## config.mk

```make
export PLATFORM = sky130hd
export DESIGN_NAME = header_ram_ctrl
export DESIGN_NICKNAME = d
export VERILOG_FILES = /design/src/rtl/header_ram_ctrl.sv
export SDC_FILE = /design/constraint.sdc
export NUM_CORES = 1
export LEC_CHECK = 0
export CAP_MARGIN = 20
export CORE_MARGIN = 2
export CORE_UTILIZATION = 45
export CTS_BUF_LIST = sky130_fd_sc_hd__clkbuf_4
export DETAILED_ROUTE_END_ITERATION = 16
export PLACE_DENSITY = 0.66
export SLEW_MARGIN = 10
export SYNTH_ARGS = -nofsm -noshare
export SYNTH_HDL_FRONTEND = slang
export SYNTH_SLANG_ARGS = --single-unit
```

## constraint.sdc

```tcl
create_clock -name clock -period 4.05 [get_ports clock]
set_input_delay 0.81 -clock clock [delete_from_list [all_inputs] [get_ports clock]]
set_output_delay 0.81 -clock clock [all_outputs]
set_load 0.1 [all_outputs]
```

## src/rtl/header_ram_ctrl.sv

```systemverilog
// Header RAM sequencer: keeps variable-length header frames in a circular buffer,
// drops frames that do not fit as a whole, and reads committed frames back in arrival order.
module header_ram_ctrl #(
    parameter int RAM_WIDTH = 9,
    parameter int RAM_ADRB  = 11,
    parameter int LEN_ADRB  = 3
) (
    input  logic                 clock,
    input  logic                 reset,
    input  logic                 wr_valid,
    input  logic [RAM_WIDTH-1:0] wr_data,
    input  logic                 wr_last,
    input  logic                 rd_start,
    output logic                 rd_busy,
    output logic                 out_valid,
    output logic [RAM_WIDTH-1:0] out_data,
    output logic                 out_last,
    output logic [LEN_ADRB:0]    nframes,
    output logic [RAM_ADRB:0]    nwords,
    output logic                 ovf,
    output logic [7:0]           ovf_cnt,
    output logic                 ram_wea,
    output logic [RAM_ADRB-1:0]  ram_adra,
    output logic [RAM_WIDTH-1:0] ram_dataa,
    output logic                 ram_enb,
    output logic [RAM_ADRB-1:0]  ram_adrb,
    input  logic [RAM_WIDTH-1:0] ram_datab
);

    localparam int                LEN_DEPTH   = 2 ** LEN_ADRB;
    localparam logic [RAM_ADRB:0] FULL_WORDS  = {1'b1, {RAM_ADRB{1'b0}}};
    localparam logic [LEN_ADRB:0] FULL_FRAMES = {1'b1, {LEN_ADRB{1'b0}}};
    localparam logic [RAM_ADRB:0] ONE_W       = {{RAM_ADRB{1'b0}}, 1'b1};
    localparam logic [RAM_ADRB:0] ZERO_W      = {(RAM_ADRB+1){1'b0}};
    localparam logic [LEN_ADRB:0] ONE_F       = {{LEN_ADRB{1'b0}}, 1'b1};
    localparam logic [LEN_ADRB:0] ZERO_F      = {(LEN_ADRB+1){1'b0}};

    typedef enum logic [1:0] {W_IDLE = 2'd0, W_FILL = 2'd1, W_DROP = 2'd2} wstate_t;
    typedef enum logic [1:0] {R_IDLE = 2'd0, R_READ = 2'd1, R_DRAIN = 2'd2} rstate_t;

    wstate_t               wstate_r, wstate_s;
    rstate_t               rstate_r, rstate_s;
    logic [RAM_ADRB-1:0]   wr_ptr_r, cmt_ptr_r, rd_ptr_r;
    logic [RAM_ADRB:0]     len_acc_r, rd_rem_r, nwords_r, nwords_s, len_base_s;
    logic [LEN_ADRB:0]     nframes_r, nframes_s;
    logic [RAM_ADRB:0]     len_mem_r [LEN_DEPTH];
    logic [LEN_ADRB-1:0]   lf_wptr_r, lf_rptr_r;
    logic                  ovf_r;
    logic [7:0]            ovf_cnt_r;
    logic                  words_full_s, frames_full_s, space_s;
    logic                  accept_s, commit_s, drop_end_s, pop_s, issue_s;
    logic                  ram_wea_r, ram_enb_r, enb_last_r;
    logic [RAM_ADRB-1:0]   ram_adra_r, ram_adrb_r;
    logic [RAM_WIDTH-1:0]  ram_dataa_r;
    logic                  out_valid_r, out_last_r, rd_busy_r;

    assign words_full_s  = (nwords_r == FULL_WORDS);
    assign frames_full_s = (nframes_r == FULL_FRAMES);

    // Write FSM state register
    always_ff @(posedge clock or posedge reset) begin
        if (reset) begin
            wstate_r <= W_IDLE;
        end else begin
            wstate_r <= wstate_s;
        end
    end

    // Write FSM next state
    always_comb begin
        wstate_s = wstate_r;
        case (wstate_r)
            W_IDLE: begin
                if (wr_valid && !wr_last) begin
                    wstate_s = space_s ? W_FILL : W_DROP;
                end else begin
                    wstate_s = W_IDLE;
                end
            end
            W_FILL: begin
                if (wr_valid && wr_last) begin
                    wstate_s = W_IDLE;
                end else if (wr_valid && !space_s) begin
                    wstate_s = W_DROP;
                end else begin
                    wstate_s = W_FILL;
                end
            end
            W_DROP: begin
                if (wr_valid && wr_last) begin
                    wstate_s = W_IDLE;
                end else begin
                    wstate_s = W_DROP;
                end
            end
            default: wstate_s = W_IDLE;
        endcase
    end

    // Write FSM outputs: the first word of a frame is stored from W_IDLE already
    always_comb begin
        space_s = 1'b0;
        case (wstate_r)
            W_IDLE:  space_s = !words_full_s && !frames_full_s;
            W_FILL:  space_s = !words_full_s;
            W_DROP:  space_s = 1'b0;
            default: space_s = 1'b0;
        endcase
        accept_s   = wr_valid && space_s;
        commit_s   = accept_s && wr_last;
        drop_end_s = wr_valid && wr_last && !space_s;
        len_base_s = (wstate_r == W_IDLE) ? ZERO_W : len_acc_r;
    end

    // Write pointers, frame length accumulator and length FIFO write side
    always_ff @(posedge clock or posedge reset) begin
        if (reset) begin
            wr_ptr_r  <= '0;
            cmt_ptr_r <= '0;
            len_acc_r <= '0;
            lf_wptr_r <= '0;
        end else begin
            if (drop_end_s) begin
                wr_ptr_r <= cmt_ptr_r;
            end else if (accept_s) begin
                wr_ptr_r <= wr_ptr_r + 1'b1;
            end
            if (commit_s) begin
                cmt_ptr_r <= wr_ptr_r + 1'b1;
                lf_wptr_r <= lf_wptr_r + 1'b1;
            end
            if (accept_s) begin
                len_acc_r <= len_base_s + ONE_W;
            end else if (wstate_r == W_IDLE) begin
                len_acc_r <= ZERO_W;
            end
        end
    end

    // Length FIFO storage, one entry per committed frame
    always_ff @(posedge clock) begin
        if (commit_s) begin
            len_mem_r[lf_wptr_r] <= len_base_s + ONE_W;
        end
    end

    // Read FSM state register
    always_ff @(posedge clock or posedge reset) begin
        if (reset) begin
            rstate_r <= R_IDLE;
        end else begin
            rstate_r <= rstate_s;
        end
    end

    // Read FSM next state
    always_comb begin
        rstate_s = rstate_r;
        case (rstate_r)
            R_IDLE:  rstate_s = pop_s ? R_READ : R_IDLE;
            R_READ:  rstate_s = (rd_rem_r == ONE_W) ? R_DRAIN : R_READ;
            R_DRAIN: rstate_s = R_IDLE;
            default: rstate_s = R_IDLE;
        endcase
    end

    // Read FSM outputs
    always_comb begin
        pop_s   = (rstate_r == R_IDLE) && rd_start && (nframes_r != ZERO_F);
        issue_s = (rstate_r == R_READ);
    end

    // Read pointer, remaining length and length FIFO read side
    always_ff @(posedge clock or posedge reset) begin
        if (reset) begin
            rd_ptr_r  <= '0;
            rd_rem_r  <= '0;
            lf_rptr_r <= '0;
        end else begin
            if (pop_s) begin
                rd_rem_r  <= len_mem_r[lf_rptr_r];
                lf_rptr_r <= lf_rptr_r + 1'b1;
            end else if (issue_s) begin
                rd_rem_r <= rd_rem_r - ONE_W;
            end
            if (issue_s) begin
                rd_ptr_r <= rd_ptr_r + 1'b1;
            end
        end
    end

    // Occupancy: a dropped frame gives back every word it had already stored
    always_comb begin
        nwords_s  = nwords_r + (accept_s ? ONE_W : ZERO_W) - (issue_s ? ONE_W : ZERO_W)
                  - (drop_end_s ? len_base_s : ZERO_W);
        nframes_s = nframes_r + (commit_s ? ONE_F : ZERO_F) - (pop_s ? ONE_F : ZERO_F);
    end

    // Counters and overflow reporting
    always_ff @(posedge clock or posedge reset) begin
        if (reset) begin
            nwords_r  <= '0;
            nframes_r <= '0;
            ovf_r     <= 1'b0;
            ovf_cnt_r <= 8'd0;
        end else begin
            nwords_r  <= nwords_s;
            nframes_r <= nframes_s;
            ovf_r     <= drop_end_s;
            if (drop_end_s && (ovf_cnt_r != 8'd255)) begin
                ovf_cnt_r <= ovf_cnt_r + 8'd1;
            end
        end
    end

    // Registered RAM port drive and output framing
    always_ff @(posedge clock or posedge reset) begin
        if (reset) begin
            ram_wea_r   <= 1'b0;
            ram_adra_r  <= '0;
            ram_dataa_r <= '0;
            ram_enb_r   <= 1'b0;
            ram_adrb_r  <= '0;
            enb_last_r  <= 1'b0;
            out_valid_r <= 1'b0;
            out_last_r  <= 1'b0;
            rd_busy_r   <= 1'b0;
        end else begin
            ram_wea_r   <= accept_s;
            ram_adra_r  <= accept_s ? wr_ptr_r : '0;
            ram_dataa_r <= accept_s ? wr_data : '0;
            ram_enb_r   <= issue_s;
            ram_adrb_r  <= issue_s ? rd_ptr_r : '0;
            enb_last_r  <= issue_s && (rd_rem_r == ONE_W);
            out_valid_r <= ram_enb_r;
            out_last_r  <= enb_last_r;
            rd_busy_r   <= issue_s || ram_enb_r;
        end
    end

    assign ram_wea   = ram_wea_r;
    assign ram_adra  = ram_adra_r;
    assign ram_dataa = ram_dataa_r;
    assign ram_enb   = ram_enb_r;
    assign ram_adrb  = ram_adrb_r;
    assign out_valid = out_valid_r;
    assign out_last  = out_last_r;
    // The RAM output register is the data stage; gate it so idle and reset show zero
    assign out_data  = out_valid_r ? ram_datab : '0;
    assign rd_busy   = rd_busy_r;
    assign nframes   = nframes_r;
    assign nwords    = nwords_r;
    assign ovf       = ovf_r;
    assign ovf_cnt   = ovf_cnt_r;

endmodule

```

Yosys cells after proc, flatten, opt, wreduce, memory -nomap -nowiden. Memory sizes are Yosys's and may differ from the RTL's. Cells that the tools add are included.

Add/sub/neg operators: 12. Eq/ne operators: 7. Multiplexer cells: 27. Reductions and logical operators: 21.

Operator list (number): $mux W12 (5); $mux W11 (4); $add A11 B1 Y11 const B (2); $mux W9 (2); $add A12 B1 Y12 (1); $add A12 B1 Y12 const B (1); $eq A12 B1 Y1 const B (1); $eq A12 B12 Y1 const B (1); $mux W2 (6); $sub A12 B1 Y12 (1); $sub A12 B1 Y12 const B (1); $sub A12 B12 Y12 (1); $logic_and A1 B1 Y1 (11); $add A8 B1 Y8 const B (1); $ne A8 B8 Y1 const B (1); $mux W1 (7); $add A3 B1 Y3 const B (2); $pmux W2 S3 (1); $add A4 B1 Y4 (1); $eq A2 B1 Y1 const B (2); $eq A4 B4 Y1 const B (1); $logic_not A1 Y1 (4); $logic_not A2 Y1 (2); $pmux W2 S2 (1); 6 further kinds (7).

Flip-flop bits (word level): 129. Bits in writable memories: 96. Input bits: 23. Output and inout bits: 70. Word-level logic and storage cells: 90. Memories kept: 1.

Memory list: len_mem_r (depth 8, bits a word 12, read ports 1, clocked after Yosys merged registers in 0, write ports 1, RTL line 46) `logic [RAM_ADRB:0] len_mem_r [LEN_DEPTH];`.

Depth between registers and ports, before layout.
Depth after elaboration: 9. Mapped depth: 17. Depth with buffers taken out: 16.

Worst setup path before layout. No wires, ideal clock.

Path kind: register to register. Start: register nframes_r[3], in the netlist nframes[3]. End: register nwords_r[11], in the netlist nwords[11]. Setup time: 0.125 ns. Arrival time: 4.462 ns. Data required time: 3.925 ns. Path slack: -0.537 ns. Cell stages (with the launch flop): 17. Path buffers: 1. Clock period less this slack: 4.587 ns. Cell sequence: dfrtp_1 -> ha_1 -> or4b_4 -> nand2b_1 -> o21ai_0 -> clkinv_1 -> buf_2 -> nand2_1 -> fa_1 -> fa_1 -> ha_1 -> fa_1 -> a21oi_1 -> nor2b_1 -> o31a_1 -> o21a_1 -> xnor2_1.

Elaborated cells between the ends (all ways): 12. Those cells by class: add/sub: 3; eq/ne: 1; mux: 3; reduce/logical: 5.

RTL lines: from (decl) (RTL line 45) `logic [LEN_ADRB:0] nframes_r, nframes_s;`; from (signal assigned) (RTL line 208) `nframes_r <= nframes_s;`; $eq A4 B4 Y1 (RTL line 58) `assign frames_full_s = (nframes_r == FULL_FRAMES);`; $logic_not A1 Y1 (RTL line 104) `W_IDLE: space_s = !words_full_s && !frames_full_s;`; $logic_and A1 B1 Y1 (RTL line 104); $pmux W1 S2 (RTL line 103) `case (wstate_r)`; $logic_not A1 Y1 (RTL line 111) `drop_end_s = wr_valid && wr_last && !space_s;`; $logic_and A1 B1 Y1 (RTL line 111); named net drop_end_s (RTL line 51) `logic accept_s, commit_s, drop_end_s, pop_s, issue_s;`; $mux W12 (RTL line 195) `- (drop_end_s ? len_base_s : ZERO_W);`; $sub A12 B12 Y12 (RTL line 195); named net nwords_s[11] (RTL line 44) `logic [RAM_ADRB:0] len_acc_r, rd_rem_r, nwords_r, nwords_s, len_base_s;`; to (signal assigned) (RTL line 207) `nwords_r <= nwords_s;`; to (decl) (RTL line 44).

The timed path passes the listed nets, and every way through them passes these cells. A chain may end at the register's enable or synchronous reset.

Worst setup path after layout.
Start: register nframes_r[2], in the netlist nframes[2]. End: register nwords_r[11], in the netlist nwords[11].

Word-level cells in the longest chain between the ends: 9. Elaborated cells between the ends (all ways): 12. Those cells by class: add/sub: 3; eq/ne: 1; mux: 3; reduce/logical: 5.

Ends and longest elaborated chain: $eq A4 B4 Y1 * (RTL line 58); $logic_not A1 Y1 * (RTL line 104); $logic_and A1 B1 Y1 * (RTL line 104); $pmux W1 S2 * (RTL line 103); $logic_and A1 B1 Y1 (RTL line 109) `accept_s = wr_valid && space_s;`; $mux W1 (RTL line 194) `nwords_s = nwords_r + (accept_s ? ONE_W : ZERO_W) - (issue_s ? ONE_W : ZERO_W)`; $add A12 B1 Y12 (RTL line 194); $sub A12 B1 Y12 (RTL line 194); $sub A12 B12 Y12 * (RTL line 195); named net nwords_s[11] (RTL line 44).

Mark *: on every way through the listed nets, which the timed path passes. The rest lies on a longest branch.

==> impl_metrics.ini <==
[run_status]
status = completed

[detailed_routing]
drt-total-wl_mm = 21.23
wire_per_inst_um = 16.67
avgViaCountPerCell = 5.123
via_count = 6527
antenna_left = 0
drc = 0
dr.pass1.iters = 4
dr.first_iter.drc_count = 259

[yosys]
synth_flop_cell = dfrtp_1
synth-compound-area-share_pct = 4.581
synth.ff_latch_count = 225
synth_fa_ha_area_share_pct = 5.928
synth_xor_area_share_pct = 6.430
synth-simple-area-share_pct = 12.10
post_synth.cell_area_avg_um2 = 13.03
syn-cell-area_um2 = 10220
synth_mux_area_share_pct = 7.924
synth-async-reset-ratio_pct = 57.33
synth_cell_types = 61
synth_top_family_by_area = simple AND/OR/NAND/NOR gates
netlist_instances = 784
synth_edf_count = 96
yosysWarnings = 0
synth_nets = 853
ys_seq_area_share_pct = 59.82

[layout]
syn_to_final_growth_pct = 22.14
n_fill_cell = 1894
instances_no_fill = 1274
nets = 1010
utilization_pct = 55.62
finalInstanceArea_um2 = 12480
drive_above_1_share_pct = 21.05

[setup_path]
required_ps = 4590
worstPathMaxFanout = 5
path_class = reg -> reg
worstSetupEndpointType = flip-flop
arrival_ps = 4450
startpoint_type = flip-flop

[grt]
antenna_found_initial = 1
grt_usage_pct = 18.15
grt_pass1_wl_mm = 34.51
grt_max_degree = 84
grt.overflow.total = 0
grt_pass1_vias = 6684

[power]
power_density_nw_per_um2 = 762.0
p_leak_nw = 5.099
vdd_drop_max_mv = 0.7130

[floorplanning]
fp.dieW_um = 154.7
start_util_pct = 45.54
core_um2 = 22430
die_h_um = 154.7
pin_count = 93
die_area_um2 = 23920
rows = 55

[clock_network]
cts_inserted_buffers = 57
cts_root_buf = clkbuf_4
cts_tree = built
htreeDepth = 2
clk_pin_slew_worst_paths_ps = 70
cts.sinks = 225
ctsHoldBuffers = 0
cts_buffer_depth = 3
worstSkewPairLatency_ps = 670

[run]
cap_violations = 0

[timing]
tns_ps = 0
rsz0062_at_grt = no
finClkSkew_ps = 41.49
drv_slew = 0
finalSetupViolations = 0
hold_viol = 0
min_period_over_period_pct = 96.48
fmax_mhz = 255.9
worstMarginPinSlew_ps = 1015
relSlewSlack_pct = 32.15
min_period_ps = 3907
hold_ws_ps = 347.9

[placed_design]
placed_area_um2 = 11680
dp_hpwl_mm = 14.12
finalWeightedCongestion = 0.8234
dp.cells = 1165
portBuffers = 92

[worst_hold_path]
hold_path_class = reg -> reg
==> cell families after synthesis <==
group,Yosys count
flip-flops,225
multiplexers,50
adder cells (fa/ha/maj),46
buffers and inverters,84
AND/OR/NAND/NOR,234
XOR/XNOR,75
AO/OA/AOI/OAI,70
==> final timing paths <==
path,from,to,slack (ps),depth (start not counted)
worst max-delay path,nframes[2]$_DFF_PP0_,nwords[11]$_DFF_PP0_,140,16
worst min-delay path,enb_last_r$_DFF_PP0_,out_last$_DFF_PP0_,350,0
worst max register to register,nframes[2]$_DFF_PP0_,nwords[11]$_DFF_PP0_,140,16
worst min register to register,enb_last_r$_DFF_PP0_,out_last$_DFF_PP0_,350,0
max in group asynchronous,reset,nwords[9]$_DFF_PP0_,2750,3
min in group asynchronous,reset,ram_adrb[4]$_DFF_PP0_,520,2
==> metrics by stage <==
stage	power (W)	setup WS (ps)
finish	0.009508	142.7
floorplan	0.006530	-67.08
CTS	0.009599	67.07
global route	0.01009	21.28
global placement	0.007526	-91.18
detailed placement	0.007577	-115.3
==> metal layers <==
metal | wire [um] | track usage (%)
met1 | 9530 | 24.01
met2 | 10300 | 29.85
met3 | 1045 | 4.231
met4 | 357 | 5.864
met5 | 0 | 0
==> area by class of cell <==
cell class / count / area, um^2 / area share (%)
sequential: 225 / 6128 / 49.11
multi-input combinational: 475 / 3825 / 30.65
timing repair buffer: 130 / 1196 / 9.586
clock buffer: 92 / 690.7 / 5.535
tap: 285 / 356.6 / 2.858
inverter: 52 / 200.2 / 1.604
clock inverter: 14 / 78.83 / 0.6317
antenna: 1 / 2.502 / 0.02005
==> worst max-delay path, cell delays in order, from the launching register on <==
cell	delay, ps
dfrtp_2	400
inv_2	80
ha_2	160
or4b_4	520
nand2b_4	110
o21ai_1	110
clkinv_2	110
nand2_1	60
fa_1	370
fa_1	440
ha_2	210
fa_2	360
a21oi_2	180
nor2b_1	90
o31a_1	280
o21a_1	210
xnor2_1	120
==> synthesized netlist by cell type (all sizes together), types with 5 or more instances <==
library cell | count | share of area [%]
nor3 | 12 | 0.64
buf | 14 | 0.65
dfrtp | 129 | 32
nand2b | 5 | 0.31
nor4 | 8 | 0.49
ha | 42 | 5.1
mux2i | 19 | 1.9
edfxtp | 96 | 28
xor2 | 19 | 1.6
nand2 | 43 | 1.7
nand4 | 9 | 0.55
mux4 | 24 | 5.3
inv | 51 | 1.9
clkbuf | 18 | 0.66
xnor2 | 56 | 4.8
and2 | 22 | 1.3
a21oi | 27 | 1.4
mux2 | 7 | 0.77
nor2 | 62 | 2.3
o21ai | 10 | 0.49
and3 | 32 | 2.0
nand3 | 17 | 0.88
==> power by group <==
part           internal (W)  leakage, nW  total [W]  switching (W)
sequential          0.00290         2.48    0.00335       0.000445
combinational       0.00152         2.16    0.00419        0.00267
clock               0.00109        0.458    0.00197       0.000888
==> what timing repair did <==
action | CTS | global route
endpoints found under the setup margin | 0 | 3
buffers inserted | 0 | 2
gates resized for setup | 0 | 2
==> state kept, by name, indices dropped and copies added (netlist names), 2 cells and up <==
name and flops:
ram_adrb 11, ram_adra 11, lf_wptr_r 3, lf_rptr_r 3
rd_rem_r 12, ram_dataa 9, len_mem_r 96, ovf_cnt 8
nwords 12, nframes 4, rd_ptr_r 11, cmt_ptr_r 11
wstate_r 2, wr_ptr_r 11, rstate_r 2, len_acc_r 12
==> cells in the final DEF (no fill, tap or decap), types with 4 or more instances in the layout <==
master           netlist  routed
a21oi_1               26      25
and2_1                22      22
and3_1                32      32
buf_4                  0      46
clkbuf_4               0      92
clkdlybuf4s50_1        0      83
clkinv_1               1      13
dfrtp_1              129     115
dfrtp_2                0      14
edfxtp_1              96      96
ha_1                  42      40
inv_1                 50      48
mux2_2                 7       7
mux2i_1               19      19
mux4_2                24      24
nand2_1               42      42
nand2b_1               5       4
nand3_1               16      16
nand4_1                9       9
nor2_1                62      62
nor3_1                11      11
nor4_1                 8       7
o21a_1                 4       4
o21ai_0               10       8
or4_1                  4       4
xnor2_1               56      56
xor2_1                19      19
No activity file was read; power rests on OpenSTA's default activity.
